[config.mk]
export PLATFORM = sky130hd
export DESIGN_NAME = frog_move_scheduler
export DESIGN_NICKNAME = d
export VERILOG_FILES = /design/src/rtl/frog_move_scheduler.sv
export SDC_FILE = /design/constraint.sdc
export NUM_CORES = 1
export LEC_CHECK = 0
export CELL_PAD_IN_SITES_DETAIL_PLACEMENT = 2
export CELL_PAD_IN_SITES_GLOBAL_PLACEMENT = 2
export CORE_AREA = 2 2 69 104
export CTS_CLUSTER_DIAMETER = 60
export DETAILED_ROUTE_END_ITERATION = 12
export DIE_AREA = 0 0 71 106
export DONT_BUFFER_PORTS = 1
export HOLD_SLACK_MARGIN = 0.02
export PLACE_DENSITY_LB_ADDON = 0.08
export SLEW_MARGIN = 15
export SYNTH_ARGS = -nofsm -noshare
export SYNTH_HDL_FRONTEND = slang
export SYNTH_SLANG_ARGS = --single-unit
[constraint.sdc]
create_clock -name Clk -period 2.5 [get_ports Clk]
set_input_delay 0.125 -clock Clk [delete_from_list [all_inputs] [get_ports Clk]]
set_output_delay 0.125 -clock Clk [all_outputs]
set_load 0.005 [all_outputs]
[src/rtl/frog_move_scheduler.sv]
// Turns raw USB keycodes into frame-aligned single-step moves for the selected frog.
// Optional build macro MOVE_STATS_EN: enables the issued_count move counter.
//
//   state     | meaning
//   S_IDLE    | waiting for a frame tick with a queued move and a frog selected
//   S_ISSUE   | move_valid/move_dir held for one frame period
//   S_HOLDOFF | cool-down frames after a move, no new issue
//   S_HALT    | frog dying or game over; queue flushed, pushes ignored
module frog_move_scheduler #(
  parameter int FIFO_DEPTH      = 4,
  parameter int REPEAT_FRAMES   = 8,
  parameter int COOLDOWN_FRAMES = 1
) (
  input  logic                        Clk,
  input  logic                        Reset_n,
  input  logic [15:0]                 keycode,
  input  logic                        frame_vs,
  input  logic                        dead_frog,
  input  logic                        win,
  input  logic                        lose,
  output logic [2:0]                  active_frog,
  output logic                        move_valid,
  output logic [1:0]                  move_dir,
  output logic [$clog2(FIFO_DEPTH):0] fifo_count,
  output logic                        overflow,
  output logic                        halted,
  output logic [15:0]                 issued_count
);

  localparam int AW = $clog2(FIFO_DEPTH);
  localparam int CW = AW + 1;
  localparam int RW = (REPEAT_FRAMES > 1) ? $clog2(REPEAT_FRAMES) : 1;
  localparam logic [3:0] CD_LOAD = 4'(COOLDOWN_FRAMES);

  typedef enum logic [1:0] {S_IDLE, S_ISSUE, S_HOLDOFF, S_HALT} state_t;

  state_t      state, state_nxt;
  logic [3:0]  cd_cnt, cd_nxt;

  logic        vs_meta, vs_sync, vs_sync_d, tick;

  logic [7:0]  key, prev_key;
  logic        key_changed;
  logic        is_arrow, is_select;
  logic [1:0]  key_dir;
  logic [2:0]  sel_onehot;
  logic        arrow_press, sel_press, rep_hit;

  logic        halt_req, push_req, flush, pop;
  logic        fifo_full, do_push, drop;
  logic [1:0]  mem [FIFO_DEPTH];
  logic [AW-1:0] wr_ptr, rd_ptr;

  logic        unused_key_hi;
  assign unused_key_hi = ^keycode[15:8];

  // frame_vs is asynchronous; the tick is registered after the edge detect
  always_ff @(posedge Clk) begin
    if (!Reset_n) begin
      vs_meta   <= 1'b0;
      vs_sync   <= 1'b0;
      vs_sync_d <= 1'b0;
      tick      <= 1'b0;
    end else begin
      vs_meta   <= frame_vs;
      vs_sync   <= vs_meta;
      vs_sync_d <= vs_sync;
      tick      <= vs_sync & ~vs_sync_d;
    end
  end

  assign key         = keycode[7:0];
  assign key_changed = (key != prev_key);

  always_comb begin
    is_arrow   = 1'b0;
    key_dir    = 2'd0;
    is_select  = 1'b0;
    sel_onehot = 3'b000;
    case (key)
      8'h52: begin is_arrow = 1'b1; key_dir = 2'd0; end
      8'h51: begin is_arrow = 1'b1; key_dir = 2'd1; end
      8'h50: begin is_arrow = 1'b1; key_dir = 2'd2; end
      8'h4F: begin is_arrow = 1'b1; key_dir = 2'd3; end
      8'h59: begin is_select = 1'b1; sel_onehot = 3'b001; end
      8'h5A: begin is_select = 1'b1; sel_onehot = 3'b010; end
      8'h5B: begin is_select = 1'b1; sel_onehot = 3'b100; end
      default: ;
    endcase
  end

  assign arrow_press = is_arrow & key_changed;
  assign sel_press   = is_select & key_changed;

  always_ff @(posedge Clk) begin
    if (!Reset_n) begin
      prev_key    <= 8'h00;
      active_frog <= 3'b000;
    end else begin
      prev_key <= key;
      if (sel_press)
        active_frog <= sel_onehot;
    end
  end

  generate
    if (REPEAT_FRAMES > 0) begin : g_repeat
      logic          held;
      logic [RW-1:0] repeat_cnt;

      assign held    = is_arrow & ~key_changed;
      assign rep_hit = held & tick & (repeat_cnt == RW'(REPEAT_FRAMES - 1));

      always_ff @(posedge Clk) begin
        if (!Reset_n)
          repeat_cnt <= '0;
        else if (!held)
          repeat_cnt <= '0;
        else if (tick)
          repeat_cnt <= rep_hit ? '0 : repeat_cnt + 1'b1;
      end
    end else begin : g_no_repeat
      assign rep_hit = 1'b0;
    end
  endgenerate

  assign halt_req  = dead_frog | win | lose;
  assign push_req  = (arrow_press | rep_hit) & (|active_frog) & (state != S_HALT);
  assign flush     = sel_press | halt_req;
  assign fifo_full = (fifo_count == CW'(FIFO_DEPTH));
  // a pop in the same cycle frees the slot, so a full queue still accepts
  assign do_push   = push_req & ~flush & (~fifo_full | pop);
  assign drop      = push_req & ~flush & fifo_full & ~pop;

  always_ff @(posedge Clk) begin
    if (do_push)
      mem[wr_ptr] <= key_dir;
  end

  always_ff @(posedge Clk) begin
    if (!Reset_n) begin
      wr_ptr     <= '0;
      rd_ptr     <= '0;
      fifo_count <= '0;
      overflow   <= 1'b0;
    end else begin
      if (drop)
        overflow <= 1'b1;
      if (flush) begin
        wr_ptr     <= '0;
        rd_ptr     <= '0;
        fifo_count <= '0;
      end else begin
        if (do_push)
          wr_ptr <= wr_ptr + 1'b1;
        if (pop)
          rd_ptr <= rd_ptr + 1'b1;
        case ({do_push, pop})
          2'b10:   fifo_count <= fifo_count + 1'b1;
          2'b01:   fifo_count <= fifo_count - 1'b1;
          default: ;
        endcase
      end
    end
  end

  always_comb begin
    state_nxt = state;
    cd_nxt    = cd_cnt;
    pop       = 1'b0;
    if (halt_req) begin
      state_nxt = S_HALT;
      cd_nxt    = 4'd0;
    end else begin
      case (state)
        S_IDLE: begin
          // a selection in the same cycle flushes the head too, so nothing issues
          if (tick && (fifo_count != '0) && (|active_frog) && !sel_press) begin
            pop       = 1'b1;
            state_nxt = S_ISSUE;
          end
        end
        S_ISSUE: begin
          if (tick) begin
            if (COOLDOWN_FRAMES == 0) begin
              state_nxt = S_IDLE;
            end else begin
              state_nxt = S_HOLDOFF;
              cd_nxt    = CD_LOAD;
            end
          end
        end
        S_HOLDOFF: begin
          if (tick) begin
            cd_nxt = cd_cnt - 4'd1;
            if (cd_cnt <= 4'd1) begin
              state_nxt = S_IDLE;
              cd_nxt    = 4'd0;
            end
          end
        end
        S_HALT: begin
          if (tick)
            state_nxt = S_IDLE;
        end
        default: state_nxt = S_IDLE;
      endcase
    end
  end

  always_ff @(posedge Clk) begin
    if (!Reset_n) begin
      state    <= S_IDLE;
      cd_cnt   <= 4'd0;
      move_dir <= 2'd0;
    end else begin
      state  <= state_nxt;
      cd_cnt <= cd_nxt;
      if (pop)
        move_dir <= mem[rd_ptr];
    end
  end

  assign move_valid = (state == S_ISSUE);
  assign halted     = (state == S_HALT);

`ifdef MOVE_STATS_EN
  always_ff @(posedge Clk) begin
    if (!Reset_n)
      issued_count <= 16'd0;
    else if (pop)
      issued_count <= issued_count + 16'd1;
  end
`else
  assign issued_count = 16'd0;
`endif

endmodule

---- Word level (Yosys, flattened, before mapping) ----
Memory sizes are Yosys's and may differ from the RTL's. A register that Yosys moved wholly into a read port is not among the register bits.
Cells that the tools add are included.
word-level totals
  memory bits (writable) .................. 8
  ROM bits ................................ 0
  latch bits .............................. 0
  bits of input ports ..................... 22
  flip-flop bits (word level) ............. 32
  memories ................................ 1
  word-level logic and storage cells ...... 106
memories
  memory  words  bits a word  rd ports  clocked after Yosys merged registers in  write ports  RTL line  source
  mem     4      2            1         1                                        1            51        logic [1:0] mem [FIFO_DEPTH];
operators by class
  multiply operators ...................... 0
  bitwise operators ....................... 23
  reductions and logical operators ........ 17
  $add $sub $neg .......................... 6
  equality and inequality tests ........... 23
  order comparisons ....................... 1
  divide/modulo/power cells ............... 0
  multiplexer cells ....................... 22
  shifts and indexed selects .............. 0
operators by type and width
  operator                                                        count
  == test 8 x 7 -> 1 bit, second input constant                   7
  bitwise AND 1 bit                                               12
  2-to-1 mux 2 bit                                                6
  2-to-1 mux 4 bit                                                3
  inequality test 3 bit, second input constant                    3
  case mux 3 bit (3 select lines)                                 1
  inequality test 8 bit                                           1
  case mux 2 bit (4 select lines)                                 1
  case mux 4 bit (2 select lines)                                 1
  2-to-1 mux 1 bit                                                7
  adder 3 x 1 -> 3 bit, second input constant                     2
  == test 2 bit, second input constant                            3
  == test 3 bit, second input constant                            2
  inequality test 3 x 1 -> 1 bit, second input constant           2
  inverter 1 bit                                                  6
  case mux 2 bit (3 select lines)                                 1
  case mux 3 bit (2 select lines)                                 1
  OR reduction 3 bit                                              2
  OR 1 bit                                                        5
  AND reduction 5 bit                                             1
  adder 2 x 1 -> 2 bit, second input constant                     2
  == test 2 x 1 -> 1 bit, second input constant                   2
  less-or-equal comparator 4 x 1 -> 1 bit, second input constant  1
  inequality test 2 bit, second input constant                    2
  other kinds (13)                                                18

---- Logic depth before layout (Yosys ltp) ----
  word-level depth ........................ 13
  mapped depth ............................ 14
  mapped depth without buffers ............ 13

---- Least setup slack after synthesis ----
OpenSTA, ideal clock, no wires.
  path kind ............................... register -> register
  start ................................... register prev_key[7]
  end ..................................... register fifo_count[2]
  clock period less this slack ............ 2.565 ns
  data arrival time ....................... 2.450 ns
  cell stages (with the launch flop) ...... 12
  path buffers ............................ 0
  setup slack ............................. -0.065 ns
  data required time ...................... 2.385 ns
  path through ............................ dfxtp_1 > xor2_1 > nor4_2 > a2111oi_4 > nor3_2 > ha_1 > inv_1 > fa_1 > xor2_1 > nor2_1 > xnor2_1 > nor2_1
RTL lines
  what                                                                          RTL line  source
  from (decl)                                                                   42        logic [7:0] key, prev_key;
  from (signal assigned)                                                        100       prev_key <= key;
  inequality test 8 bit *                                                       73        assign key_changed = (key != prev_key);
  bitwise AND 1 bit *                                                           93        assign sel_press = is_select & key_changed;
  zero test 1 bit *                                                             178       if (tick && (fifo_count != '0) && (|active_frog) && !sel_press) begin
  logical AND 1 bit *                                                           178
  2-to-1 mux 1 bit *                                                            178
  2-to-1 mux 1 bit *                                                            175       case (state)
  2-to-1 mux 1 bit *                                                            171       if (halt_req) begin
  net pop                                                                       49        logic halt_req, push_req, flush, pop;
  OR 1 bit                                                                      132       assign do_push = push_req & ~flush & (~fifo_full | pop);
  bitwise AND 1 bit                                                             132
  == test 2 x 1 -> 1 bit / == test 2 bit (equally long branches)                158       case ({do_push, pop})
  case mux 3 bit (2 select lines) / nonzero test 2 bit (equally long branches)  --
  to (signal assigned)                                                          159       2'b10: fifo_count <= fifo_count + 1'b1;
  to (signal assigned)                                                          160       2'b01: fifo_count <= fifo_count - 1'b1;
  to (decl)                                                                     24        output logic [$clog2(FIFO_DEPTH):0] fifo_count,
The timed path passes the listed nets; every way through them passes the cells marked *.
A chain may end at the register's enable or synchronous reset.

---- Worst setup path after layout ----
  start ................................... register prev_key[3]
  end ..................................... register fifo_count[2]
Same word-level chain as after synthesis.

==> flow_metrics.env <==
export IMPL_fin_area_sq_um=2590
export IMPL_via_count_of_the_first_global_routing_pass=1900
export IMPL_asyncSetResetFlopFracSynth=0
export IMPL_std_cell_rows=37
export IMPL_synth_lib_cells_used_distinct=47
export IMPL_vias_per_cell=4.94
export IMPL_slew_violations=0
export IMPL_rrSetupSlack_ns=-0.009
export IMPL_area_growth_pct=18.7
export IMPL_yosys_most_used_dff="sky130_fd_sc_hd__dfxtp_1"
export IMPL_worstPathMaxFanout=9
export IMPL_worst_slew_pin_slew_ns=0.891
export IMPL_postLayoutSetupSlackWorst_ns=-0.00903
export IMPL_timing_reg2reg_worst_path_depth=12
export IMPL_cts_htree_levels=2
export IMPL_setup_viol=1
export IMPL_tritoncts_clock_tree="built"
export IMPL_cp_data_arrival_time_ns=2.70
export IMPL_netlist_top_cells_area="sky130_fd_sc_hd__dfxtp_1, sky130_fd_sc_hd__edfxtp_1, sky130_fd_sc_hd__ha_1"
export IMPL_n_antenna_cell=0
export IMPL_initial_core_util=0.326
export IMPL_timing_hold_violations_final=0
export IMPL_power_density_cell_area_nw_per_um2=519
export IMPL_outcome="finished with violations"
export IMPL_synth_commonest_cells="sky130_fd_sc_hd__dfxtp_1, sky130_fd_sc_hd__nor2_1, sky130_fd_sc_hd__buf_4, sky130_fd_sc_hd__ha_1"
export IMPL_worst_setup_path_end_kind="flip-flop"
export IMPL_yosysMostFrequentCell="sky130_fd_sc_hd__dfxtp_1"
export IMPL_max_freq_mhz=399
export IMPL_r2r_start="prev_key[3]$_SDFF_PN0_"
export IMPL_drt_iter0_drc=33
export IMPL_max_clock_path_buffers=2
export IMPL_grt_pass1_wl_um=9250
export IMPL_count_of_buffers_from_port_buffering=0
export IMPL_insertion_delay_ns=0.30
export IMPL_avgRoutedWirePerCell_um=17.3
export IMPL_failed_checks="negative setup slack"
export IMPL_cts_made_buffers=5
export IMPL_vias=1624
export IMPL_post_synth_instance_area_sq_um=2190
export IMPL_vdd_ir_drop_worst_v=0.000213
export IMPL_post_layout_nonfiller_instances=329
export IMPL_clock_root_buffer="sky130_fd_sc_hd__clkbuf_8"
export IMPL_power_total_w=0.00135
export IMPL_postRouteAntennaNets=0
export IMPL_gp_congestion=0.764
export IMPL_yosys_warnings=0
export IMPL_coreArea_sq_um=6710
export IMPL_hold_class="input pin to flip-flop"
export IMPL_max_cap_viol_count=0
export IMPL_synth_ff_latch_count=42
export IMPL_final_skew_ns=0.0122
export IMPL_dr_pass1_iters=3
export IMPL_data_required_critical_path_ns=2.69
export IMPL_die_w_um=71
export IMPL_placedInstanceArea_sq_um=2290
export IMPL_unrepaired_setup_endpoints_after_global_routing="yes"
export IMPL_syn_area_per_cell_sq_um=9.67
export IMPL_detailedPlacementHpwl_um=4270
export IMPL_grt_overflow_total=0
export IMPL_final_layout_size_suffix_gt1_frac=0.179
export IMPL_drt_total_wl_um=5680
export IMPL_die_footprint_sq_um=7530
export IMPL_dp_worst_setup_slack_ns=-0.0775
export IMPL_rr_endpoint="fifo_count[2]$_SDFFE_PP0P_"
export IMPL_period_minus_slack_ns=2.51
export IMPL_cts_clk_slew_worst_paths_ns=0.09
export IMPL_p_leak_nw=0.952
export IMPL_holdPathStages=2
export IMPL_critical_path_startpoint_type="flip-flop"
export IMPL_grt_use_total=0.162
export IMPL_io_pins=49
export IMPL_post_route_period_util=1.00
export IMPL_synth_enable_flop_cells=8
export IMPL_final_nets=286
export IMPL_place_inst=308
export IMPL_crit_type="flip-flop to flip-flop"
export IMPL_syn_inst=226
export IMPL_synth_seq_area_share=0.421
export IMPL_remaining_drc_errors=0
export IMPL_worst_slew_margin_relative_to_its_limit=0.398
export IMPL_hold_path_end="cd_cnt[3]$_SDFFE_PP0P_"
export IMPL_die_height_um=106
export IMPL_synthDominantAreaCellType="sky130_fd_sc_hd__dfxtp_1"
export IMPL_yosysTopAreaCellShare=0.311
export IMPL_hold_start="Reset_n"
export IMPL_maximum_number_of_pins_on_one_net_before_global_route_repair=13
export IMPL_initial_antenna_violation_count=0
export IMPL_numClockSinks=42
## routing by layer
metal | part of all wire | up-vias | global-route usage
met3 | 0.035 | 6 | 0.0379
met1 | 0.34 | 815 | 0.152
met4 | 0.015 | 0 | 0.0566
met2 | 0.61 | 24 | 0.326
li1 | - | 779 | -
met5 | 0 | - | 0
## worst max-delay path by stage
stage                                 from                          to  slack [ns]  cells after the start
floorplan           prev_key[0]$_SDFF_PN0_  fifo_count[2]$_SDFFE_PP0P_       0.009                     13
CTS                 prev_key[3]$_SDFF_PN0_  fifo_count[2]$_SDFFE_PP0P_       -0.05                     13
global route        prev_key[3]$_SDFF_PN0_  fifo_count[2]$_SDFFE_PP0P_       -0.21                     12
global placement    prev_key[0]$_SDFF_PN0_  fifo_count[2]$_SDFFE_PP0P_       -0.02                     14
finish              prev_key[3]$_SDFF_PN0_  fifo_count[2]$_SDFFE_PP0P_      -0.009                     12
detailed placement  prev_key[0]$_SDFF_PN0_  fifo_count[2]$_SDFFE_PP0P_       -0.08                     14
## where the power goes
part | switching (W) | total [W] | internal (W)
clock | 0.000240 | 0.000519 | 0.000279
sequential | 0.00000925 | 0.000710 | 0.000700
combinational | 0.0000654 | 0.000118 | 0.0000530
total | 0.000315 | 0.00135 | 0.00103
## sequential cells by signal (all words and copies together) (netlist names)
| name | flops |
|---|---|
| move_dir | 2 |
| vs_sync_d | 1 |
| wr_ptr | 2 |
| cd_cnt | 4 |
| mem | 8 |
| tick | 1 |
| active_frog | 3 |
| vs_meta | 1 |
| fifo_count | 3 |
| overflow | 1 |
| g_repeat.repeat_cnt | 3 |
| state | 2 |
| vs_sync | 1 |
| prev_key | 8 |
| rd_ptr | 2 |
## cells by family after synthesis
kind of cell | count (synthesis) | synth area share
xor gates and xnor gates | 14 | 0.0561
muxes | 6 | 0.0389
adders and majority gates | 14 | 0.0836
buffers and inverters | 35 | 0.0899
other | 1 | 0.00172
AOI/OAI and AO/OA | 32 | 0.104
DFF | 42 | 0.421
and+or+nand+nor | 82 | 0.205
## layout by cell type (no fill, tap or decap), types with 5 or more instances in the layout
master                          instances
sky130_fd_sc_hd__dfxtp_1               27
sky130_fd_sc_hd__and3_1                 5
sky130_fd_sc_hd__clkbuf_8               8
sky130_fd_sc_hd__and2_1                11
sky130_fd_sc_hd__xor2_2                 5
sky130_fd_sc_hd__dlygate4sd3_1         12
sky130_fd_sc_hd__nor2_1                22
sky130_fd_sc_hd__dfxtp_2                7
sky130_fd_sc_hd__inv_1                 11
sky130_fd_sc_hd__ha_1                  11
sky130_fd_sc_hd__nand2_1                9
sky130_fd_sc_hd__buf_4                 12
sky130_fd_sc_hd__nand3_1                7
sky130_fd_sc_hd__a21oi_1               11
sky130_fd_sc_hd__nor3_1                 5
sky130_fd_sc_hd__conb_1                16
sky130_fd_sc_hd__o21ai_0                6
sky130_fd_sc_hd__xor2_1                 5
sky130_fd_sc_hd__edfxtp_1               8
## repair_timing
action                                  in CTS  in global routing
endpoints found under the hold margin       13                  0
gates cloned                                 0                  0
hold buffers                                12                  0
setup buffers                                3                  0
pin swaps                                   11                 14
endpoints found under the setup margin       2                  2
gates resized for setup                     10                  8
## through the flow
stage | setup TNS [ns] | utilization | hold slack (ns)
floorplan | 0 | - | 0.247
global placement | -0.0160 | 0.341 | 0.238
detailed placement | -0.119 | 0.341 | 0.243
CTS | -0.0657 | 0.382 | 0.0245
global route | -0.360 | 0.387 | 0.0394
finish | -0.00903 | 0.387 | 0.0207
## final cells by class
cell class,instances,area [sq um]
multi-input cells,164,1200
clock buffers,8,110
repair buffers,24,210
fillers,719,4120
inverters,13,48.8
flip-flops and latches,42,930
well taps,78,97.6
## worst max-delay path, stage by stage, from the launching register on
cell                        delay (ns)
sky130_fd_sc_hd__dfxtp_1          0.31
sky130_fd_sc_hd__xor2_1           0.18
sky130_fd_sc_hd__nor4_4           0.38
sky130_fd_sc_hd__a2111oi_4        0.15
sky130_fd_sc_hd__buf_4            0.20
sky130_fd_sc_hd__nor3_4           0.14
sky130_fd_sc_hd__ha_2             0.21
sky130_fd_sc_hd__inv_2            0.04
sky130_fd_sc_hd__fa_2             0.33
sky130_fd_sc_hd__xor2_1           0.15
sky130_fd_sc_hd__nor2_1           0.13
sky130_fd_sc_hd__xnor2_1          0.12
sky130_fd_sc_hd__nor2_1           0.06
No activity file was read; power rests on OpenSTA's default activity.
